`config.mk`:
```
export PLATFORM = sky130hd
export DESIGN_NAME = button_pulser
export DESIGN_NICKNAME = d
export VERILOG_FILES = /design/src/rtl/button_pulser.sv
export SDC_FILE = /design/constraint.sdc
export NUM_CORES = 1
export LEC_CHECK = 0
export BUFFER_PORTS_ARGS = -buffer_cell sky130_fd_sc_hd__buf_4
export CAP_MARGIN = 10
export CELL_PAD_IN_SITES_DETAIL_PLACEMENT = 1
export CELL_PAD_IN_SITES_GLOBAL_PLACEMENT = 1
export CORE_MARGIN = 2
export CORE_UTILIZATION = 47
export CTS_BUF_LIST = sky130_fd_sc_hd__clkbuf_2 sky130_fd_sc_hd__clkbuf_4 sky130_fd_sc_hd__clkbuf_8
export CTS_CLUSTER_DIAMETER = 60
export DETAILED_ROUTE_END_ITERATION = 7
export MAX_ROUTING_LAYER = met4
export PLACE_DENSITY = 0.8
export SLEW_MARGIN = 40
export SYNTH_ARGS = -nofsm -noshare
export SYNTH_HDL_FRONTEND = slang
export SYNTH_HIERARCHICAL = 1
export SYNTH_SLANG_ARGS = --single-unit
```
`constraint.sdc`:
```
create_clock -name clk -period 1.9 [get_ports clk]
set_clock_uncertainty 0.05 [all_clocks]
set_input_delay 0.38 -clock clk [delete_from_list [all_inputs] [get_ports clk]]
set_output_delay 0.38 -clock clk [all_outputs]
set_load 0.05 [all_outputs]
```
`src/rtl/button_pulser.sv`:
```
// button_pulser: debounced two-button pulse generator.
// Each raw button level passes through a 2-flop synchronizer, then a
// per-channel debounce FSM. The FSM raises a one-cycle pulse when a press
// is accepted. The top registers both pulses. If both would fire in the
// same cycle, neither is shown.
// Optional feature: define BUTTON_PULSER_AUTO_REPEAT_EN to add auto-repeat
// while a button is held. The first repeat comes after REPEAT_DELAY cycles,
// then one every REPEAT_PERIOD cycles. Without the macro, each accepted
// press gives exactly one pulse and no repeat logic is built.

module button_pulser_chan #(
    parameter int unsigned DEBOUNCE_CYCLES = 16,
    parameter int unsigned REPEAT_DELAY    = 64,
    parameter int unsigned REPEAT_PERIOD   = 32
) (
    input  logic clk,
    input  logic rst_n,
    input  logic btn_i,
    output logic pulse_o
);

    localparam int unsigned CW = 21;
    localparam logic [CW-1:0] ONE     = CW'(1);
    localparam logic [CW-1:0] DB_LAST = CW'(DEBOUNCE_CYCLES - 1);

    typedef enum logic [1:0] {
        IDLE,
        PRESS_WAIT,
        HELD,
        RELEASE_WAIT
    } state_e;

    // Parameter legality is checked at elaboration time.
    if (DEBOUNCE_CYCLES < 2 || DEBOUNCE_CYCLES > (1 << 20)) begin : g_bad_debounce
        $error("button_pulser: DEBOUNCE_CYCLES out of range 2..2^20");
    end
    if (REPEAT_DELAY < 2 || REPEAT_DELAY > (1 << 20)) begin : g_bad_delay
        $error("button_pulser: REPEAT_DELAY out of range 2..2^20");
    end
    if (REPEAT_PERIOD < 2 || REPEAT_PERIOD > (1 << 20)) begin : g_bad_period
        $error("button_pulser: REPEAT_PERIOD out of range 2..2^20");
    end

    logic [1:0]    sync_q;
    logic          btn_s;
    state_e        state_q, state_d;
    logic [CW-1:0] cnt_q, cnt_d;
    logic [CW-1:0] save_q, save_d;
    logic          pulse_d;

`ifdef BUTTON_PULSER_AUTO_REPEAT_EN
    localparam logic [CW-1:0] DELAY_LAST  = CW'(REPEAT_DELAY - 1);
    localparam logic [CW-1:0] PERIOD_LAST = CW'(REPEAT_PERIOD - 1);

    // rep_q is set once the first repeat has fired. Later repeats then use
    // REPEAT_PERIOD instead of REPEAT_DELAY.
    logic          rep_q, rep_d;
    logic [CW-1:0] rep_last;

    assign rep_last = rep_q ? PERIOD_LAST : DELAY_LAST;
`endif

    assign btn_s   = sync_q[1];
    assign pulse_o = pulse_d;

    // Two-flop synchronizer for the raw, asynchronous button level.
    always_ff @(posedge clk or negedge rst_n) begin
        if (!rst_n) begin
            sync_q <= '0;
        end else begin
            sync_q <= {sync_q[0], btn_i};
        end
    end

    // FSM state, cycle counter and the hold count saved across a release bounce.
    always_ff @(posedge clk or negedge rst_n) begin
        if (!rst_n) begin
            state_q <= IDLE;
            cnt_q   <= '0;
            save_q  <= '0;
        end else begin
            state_q <= state_d;
            cnt_q   <= cnt_d;
            save_q  <= save_d;
        end
    end

`ifdef BUTTON_PULSER_AUTO_REPEAT_EN
    // Tracks whether the repeat schedule has moved from the delay phase to the period phase.
    always_ff @(posedge clk or negedge rst_n) begin
        if (!rst_n) begin
            rep_q <= 1'b0;
        end else begin
            rep_q <= rep_d;
        end
    end
`endif

    // Next-state logic, counter updates and the channel pulse request.
    always_comb begin
        state_d = state_q;
        cnt_d   = cnt_q;
        save_d  = save_q;
        pulse_d = 1'b0;
`ifdef BUTTON_PULSER_AUTO_REPEAT_EN
        rep_d   = rep_q;
`endif
        unique case (state_q)
            IDLE: begin
                if (btn_s) begin
                    state_d = PRESS_WAIT;
                    cnt_d   = ONE;
                end
            end
            PRESS_WAIT: begin
                if (!btn_s) begin
                    state_d = IDLE;
                    cnt_d   = '0;
                end else if (cnt_q == DB_LAST) begin
                    state_d = HELD;
                    cnt_d   = '0;
                    pulse_d = 1'b1;
`ifdef BUTTON_PULSER_AUTO_REPEAT_EN
                    rep_d   = 1'b0;
`endif
                end else begin
                    cnt_d = cnt_q + ONE;
                end
            end
            HELD: begin
                if (!btn_s) begin
                    // Save the hold count so that a bounce back to HELD resumes the schedule.
                    state_d = RELEASE_WAIT;
                    save_d  = cnt_q;
                    cnt_d   = ONE;
                end else begin
`ifdef BUTTON_PULSER_AUTO_REPEAT_EN
                    if (cnt_q == rep_last) begin
                        pulse_d = 1'b1;
                        cnt_d   = '0;
                        rep_d   = 1'b1;
                    end else begin
                        cnt_d = cnt_q + ONE;
                    end
`else
                    // Saturate so that a very long hold never wraps the counter.
                    if (cnt_q != '1) begin
                        cnt_d = cnt_q + ONE;
                    end
`endif
                end
            end
            RELEASE_WAIT: begin
                if (btn_s) begin
                    state_d = HELD;
                    cnt_d   = save_q;
                end else if (cnt_q == DB_LAST) begin
                    state_d = IDLE;
                    cnt_d   = '0;
                end else begin
                    cnt_d = cnt_q + ONE;
                end
            end
            default: begin
                state_d = IDLE;
                cnt_d   = '0;
            end
        endcase
    end

endmodule

module button_pulser #(
    parameter int unsigned DEBOUNCE_CYCLES = 16,
    parameter int unsigned REPEAT_DELAY    = 64,
    parameter int unsigned REPEAT_PERIOD   = 32
) (
    input  logic clk,
    input  logic reset,
    input  logic btn_minus,
    input  logic btn_plus,
    output logic minus,
    output logic plus
);

    logic minus_pulse;
    logic plus_pulse;
    logic minus_q;
    logic plus_q;

    button_pulser_chan #(
        .DEBOUNCE_CYCLES (DEBOUNCE_CYCLES),
        .REPEAT_DELAY    (REPEAT_DELAY),
        .REPEAT_PERIOD   (REPEAT_PERIOD)
    ) u_minus (
        .clk     (clk),
        .rst_n   (reset),
        .btn_i   (btn_minus),
        .pulse_o (minus_pulse)
    );

    button_pulser_chan #(
        .DEBOUNCE_CYCLES (DEBOUNCE_CYCLES),
        .REPEAT_DELAY    (REPEAT_DELAY),
        .REPEAT_PERIOD   (REPEAT_PERIOD)
    ) u_plus (
        .clk     (clk),
        .rst_n   (reset),
        .btn_i   (btn_plus),
        .pulse_o (plus_pulse)
    );

    // Register the pulses. Simultaneous requests cancel so that the outputs never both go high.
    always_ff @(posedge clk or negedge reset) begin
        if (!reset) begin
            minus_q <= 1'b0;
            plus_q  <= 1'b0;
        end else begin
            minus_q <= minus_pulse & ~plus_pulse;
            plus_q  <= plus_pulse & ~minus_pulse;
        end
    end

    assign minus = minus_q;
    assign plus  = plus_q;

endmodule

```
# After elaboration in Yosys (flattened, before gate mapping)

Index checks and enable logic that the tools add are counted.

Register bits: 94
Latch bits: 0
Bits in writable memories: 0
Bits in read-only memories: 0
Bits of input ports: 4
Output and inout port bits: 2
Word-level logic and storage cells: 80
Memories kept: 0

Add/subtract/negate cells: 2
Multipliers: 0
Div/mod/pow operators: 0
Magnitude comparators: 0
Equality and inequality tests: 20
Shift operators: 0
Multiplexer cells: 34
Bitwise logic cells: 6
Reduce and logical (&&, ||, !) cells: 8

Operators by type and width:

| cell                    | number |
|---|---|
| $mux W21                | 12 |
| $pmux W21 S4            | 2 |
| $add A21 B1 Y21 const B | 2 |
| $eq A21 B4 Y1 const B   | 2 |
| $ne A21 B21 Y1 const B  | 2 |
| $mux W2                 | 12 |
| $pmux W2 S4             | 2 |
| $ne A3 B3 Y1 const B    | 4 |
| $eq A2 B2 Y1 const B    | 4 |
| $reduce_and A2 Y1       | 4 |
| $reduce_and A4 Y1       | 2 |
| $mux W1                 | 6 |
| $ne A3 B1 Y1 const B    | 2 |
| $eq A2 B1 Y1 const B    | 2 |
| $logic_not A2 Y1        | 2 |
| $ne A2 B1 Y1 const B    | 2 |
| $ne A2 B2 Y1 const B    | 2 |
| $not A1 Y1              | 4 |
| $and A1 B1 Y1           | 2 |

# Logic depth before layout (Yosys ltp)

Depth after elaboration: 6
Gate-level depth with buffers: 9
Depth with buffers taken out: 7

# By module

Netlist, hierarchy kept.

By module, submodules not included:

| module                       | times used | cells each | area an instance (um2) | seq. area each (um2) |
|---|---|---|---|---|
| button_pulser_chan (u_minus) | 1          | 269        | 2,691.3                | 1,151.1 |
| button_pulser_chan (u_plus)  | 1          | 273        | 2,582.5                | 1,151.1 |
| button_pulser                | 1          | 4          | 65.1                   | 50.0 |

# Worst setup path after synthesis

Ideal clock, no wire load.

Kind: register to register
From: register u_minus.cnt_q[0]
To: register u_minus.cnt_q[13]
Library setup time: 0.126 ns
Data arrival time: 1.915 ns
Required time: 1.724 ns
Setup slack: -0.191 ns
Stages on the path, launching flop included: 9
Buffers on the path: 2
Period minus slack after synthesis: 2.091 ns
Cell sequence: dfrtp_1 > ha_1 > and3_1 > buf_6 > and2_4 > buf_6 > a32oi_1 > a311oi_1 > a221o_1

Longest elaborated chain between the ends: 4
Elaborated cells between the ends (all ways): 11
Classes of those cells: 1 x add/sub; 3 x eq/ne; 6 x mux; 1 x reduce/logical

Ends and longest elaborated chain:

| item                                                    | line          | source |
|---|---|---|
| from (decl)                                             | 47            | `logic [CW-1:0] cnt_q, cnt_d;` |
| from (signal assigned)                                  | 83            | `cnt_q <= cnt_d;` |
| $add A21 B1 Y21 / $eq A21 B4 Y1 (equally long branches) | n/a           |  |
| $mux W21 (on tied branches)                             | 119, 157, 147 |  |
| $mux W21 (on tied branches)                             | 154, 116, 131 |  |
| $pmux W21 S4                                            | 108           | `unique case (state_q)` |

Several ways; a longest one is shown, not always the timed one. The select of a mux whose other input is x is not followed.
A chain may end at the register's enable or synchronous reset.

# Worst setup path after layout

From: register u_plus.cnt_q[5]
To: register u_plus.cnt_q[20]

Longest elaborated chain between the ends: 4
Elaborated cells between the ends (all ways): 11
Classes of those cells: 1 x add/sub; 3 x eq/ne; 6 x mux; 1 x reduce/logical

Ends and longest elaborated chain:

| item                                                    | line |
|---|---|
| from (decl)                                             | 47 |
| from (signal assigned)                                  | 83 |
| $add A21 B1 Y21 / $eq A21 B4 Y1 (equally long branches) | n/a |
| $mux W21 (on tied branches)                             | 119, 157, 147 |
| $mux W21 (on tied branches)                             | 154, 116, 131 |
| $pmux W21 S4                                            | 108 |

Several ways; a longest one is shown, not always the timed one. The select of a mux whose other input is x is not followed.

==> results.ini <==
[finish]
post-route-cell-area_sq_um = 7730
final_nets = 705
postLayoutCoreUtil_pct = 70.4
antennaDiodeCount = 0
layout-drive-gt1-share_pct = 53.6
layoutNonFillerInstCount = 842
syn_to_final_growth_pct = 44.7

[timing]
relSlewSlack_pct = 61.8
report.final.slew_viol_count = 0
layout_min_cycle_time_ps = 2430
fin_worst_hold_slack_ps = 41.4
max_clock_freq_mhz = 411
final-setup-viol-count = 48
fin_tns_setup_ps = -16300
worst-slew-pin-transition_ps = 565
grt_setup_unrepaired = yes
setup_slack_ps = -532
hold_viol = 0
post-route-period-util_pct = 128

[die]
rows = 38
ios = 6
die_height_um = 111
die_area_sq_um = 12200
floorplan.die.width_um = 111
placeableCoreArea_sq_um = 11000
initial_utilization_pct = 48.6

[status]
run_status = complete, but fails checks
violated_checks = setup timing

[route]
post_drt_wl_per_cell_um = 34.8
via_count = 6200
detailedRoute.firstIterationViolations = 1006
drt-pass1-iter-count = 6
drc_errors = 0
vias_per_cell = 7.36
antenna_violating_nets_post_route = 0
detail_route.wirelength_um = 29300

[grt]
via_count_of_the_first_global_routing_pass = 6070
pin_count_of_the_biggest_net_entering_global_routing = 34
antenna_found_initial = 0
global_route_wire_length_before_repair_um = 37000
global_route.overflow_total = 0
grt_util_all_layers_pct = 40.4

[yosys]
post_synth_mux_area_share_pct = 9.68
postSynthAreaPerCell_sq_um = 9.78
synthesis.instances = 546
synth-compound-area-share_pct = 16.8
synth_cell_types = 83
synth_xor_area_share_pct = 0.492
synth_flop_cell = sky130_fd_sc_hd__dfrtp_1
ys_ff_latch = 94
synth_edf_count = 0
post_synth_fa_ha_maj_area_fraction_pct = 0.469
synth_area_sq_um = 5340
net_count_synth = 552
synth_sequential_area_ratio_pct = 44.1
asyncSetResetFlopFracSynth_pct = 100
ys_warn_count = 6
largest_family_of_logic_cells_by_synthesized_area = simple AND/OR/NAND/NOR gates
simple_gate_share_of_the_synthesized_area_pct = 24.2

[cts]
worstSkewPairLatency_ps = 390
h-tree-depth = 3
clkTransAtPathRegs_ps = 110
clockRootBuffer = sky130_fd_sc_hd__clkbuf_8
clock_sinks = 94
cts-root-to-sink-buffers = 2
tritoncts_clock_tree = yes
cts_buffers = 9

[worst_setup_path]
timing.reg2reg.worst_path_depth = 9
crit_path_max_fanout = 4
worst_r2r_endpoint = u_plus/cnt_q[20]$_DFFE_PN0P_
worst_ep_arrival_time_ps = 2620
setup.worst_path.start_class = flop
critPathCaptureType = flop
crit_type = flop to flop
worst_ep_required_time_ps = 2090
regToRegSetupSlack_ps = -530
rr_startpoint = u_plus/cnt_q[5]$_DFFE_PN0P_

[place]
hpwl_um = 13700
place_area_sq_um = 6430
placed_instances = 778
placement.setup.worst_slack_ps = -205
gp_weighted_congestion = 0.938
number_of_buffer_cells_added_on_primary_ports = 5

[hold_path]
worstHoldPathCells = 1
worst_min_path_start = btn_plus
timing.hold.worst.class = input pin to flop
hold-path-endpoint = u_plus/sync_q[0]$_DFF_PN0_

[job]
drv.max_cap_violation_count = 0

[pwr]
leak_pwr_nw = 3.60
power.density_cell_area_nw_per_um2 = 514
max-vdd-ir-drop_mv = 0.430
finalPower_mw = 3.98

[logic make-up after synthesis]
family,count (synthesis)
AOI/OAI and AO/OA,127
DFF,94
buffers and inverters,45
xor gates and xnor gates,3
muxes,46
adders and majority gates,2
and+or+nand+nor,229
[sequential cells by signal, indices dropped and copies added (netlist names), named ones only]
register / flops
minus: 1
plus: 1
u_plus/sync_q: 2
u_plus/state_q: 1
u_plus/cnt_q: 21
u_minus/state_q: 1
u_minus/sync_q: 2
u_minus/save_q: 21
u_minus/cnt_q: 21
u_plus/save_q: 21
[cells in the final DEF, fill, tap and decap left out, drive strengths merged, types with 3 or more instances in the layout]
cell / instances
nand3: 34
nor4: 19
a221o: 6
o311ai: 4
xnor2: 3
inv: 12
o31a: 4
dfrtp: 94
nand4: 8
buf: 174
nor2b: 5
clkbuf: 13
o21ai: 35
o21a: 3
a31oi: 3
or4: 4
mux2: 45
o211ai: 5
a22oi: 9
o31ai: 4
a21o: 7
or3: 7
nand2b: 5
a211oi: 3
and2: 9
nand2: 72
a21oi: 27
or2: 3
nor2: 32
and3: 9
nor3: 13
[worst max-delay path by stage]
stage,start,to,depth (start not counted)
after CTS,u_minus/cnt_q[17]$_DFFE_PN0P_,u_minus/cnt_q[3]$_DFFE_PN0P_,6
after global placement,u_plus/cnt_q[16]$_DFFE_PN0P_,flop,6
after detailed placement,u_plus/cnt_q[15]$_DFFE_PN0P_,u_plus/cnt_q[5]$_DFFE_PN0P_,7
final,u_plus/cnt_q[5]$_DFFE_PN0P_,u_plus/cnt_q[20]$_DFFE_PN0P_,9
after floorplan,u_plus/cnt_q[0]$_DFFE_PN0P_,u_plus/cnt_q[5]$_DFFE_PN0P_,7
after global routing,u_plus/cnt_q[14]$_DFFE_PN0P_,u_plus/cnt_q[20]$_DFFE_PN0P_,10
[where the power goes]
group	switching, mW	internal (mW)	total (mW)
Combinational	0.257	0.167	0.424
Sequential	0.0226	2.02	2.04
Clock	0.813	0.700	1.51
[cell usage after synthesis, drive strengths merged, types with 12 or more instances]
| cell type | count | area (sq um) |
|---|---|---|
| buf | 26 | 158 |
| inv | 12 | 45.0 |
| dfrtp | 94 | 2350 |
| nor4 | 19 | 170 |
| mux2 | 45 | 507 |
| nor2 | 32 | 130 |
| o21ai | 35 | 179 |
| nor3 | 13 | 75.1 |
| nand3 | 34 | 193 |
| nand2 | 72 | 278 |
| a21oi | 27 | 158 |
[final cells by class]
cell class,count,area (sq um)
clock buffers,13,166
clock inverters,1,30.0
fillers,1087,3260
inverters,12,47.5
multi-input cells,407,3380
flip-flops and latches,94,2370
well taps,140,175
repair buffers,175,1560
[repair_timing]
item,4_1_cts,5_1_grt
hold buffers,1,0
buffers inserted,23,28
gates cloned,3,0
gates resized for setup,89,98
endpoints found under the hold margin,12,0
pin swaps,28,57
setup endpoints to repair,45,48
[per-layer routing]
metal	track usage [%]	routed length, um
met1	50.9	10700
met2	61.3	12800
met3	8.62	3410
met4	21.5	2460
met5	-	0
[worst max-delay path: stages (launching register included)]
cell	delay, ps
sky130_fd_sc_hd__dfrtp_2	460
sky130_fd_sc_hd__nor4_4	400
sky130_fd_sc_hd__buf_4	200
sky130_fd_sc_hd__nand4_1	200
sky130_fd_sc_hd__nor4_4	320
sky130_fd_sc_hd__buf_4	210
sky130_fd_sc_hd__buf_6	120
sky130_fd_sc_hd__o21ai_4	50
sky130_fd_sc_hd__o21ai_2	100
sky130_fd_sc_hd__nand3_1	170
Power figures use the tool's default switching activity.
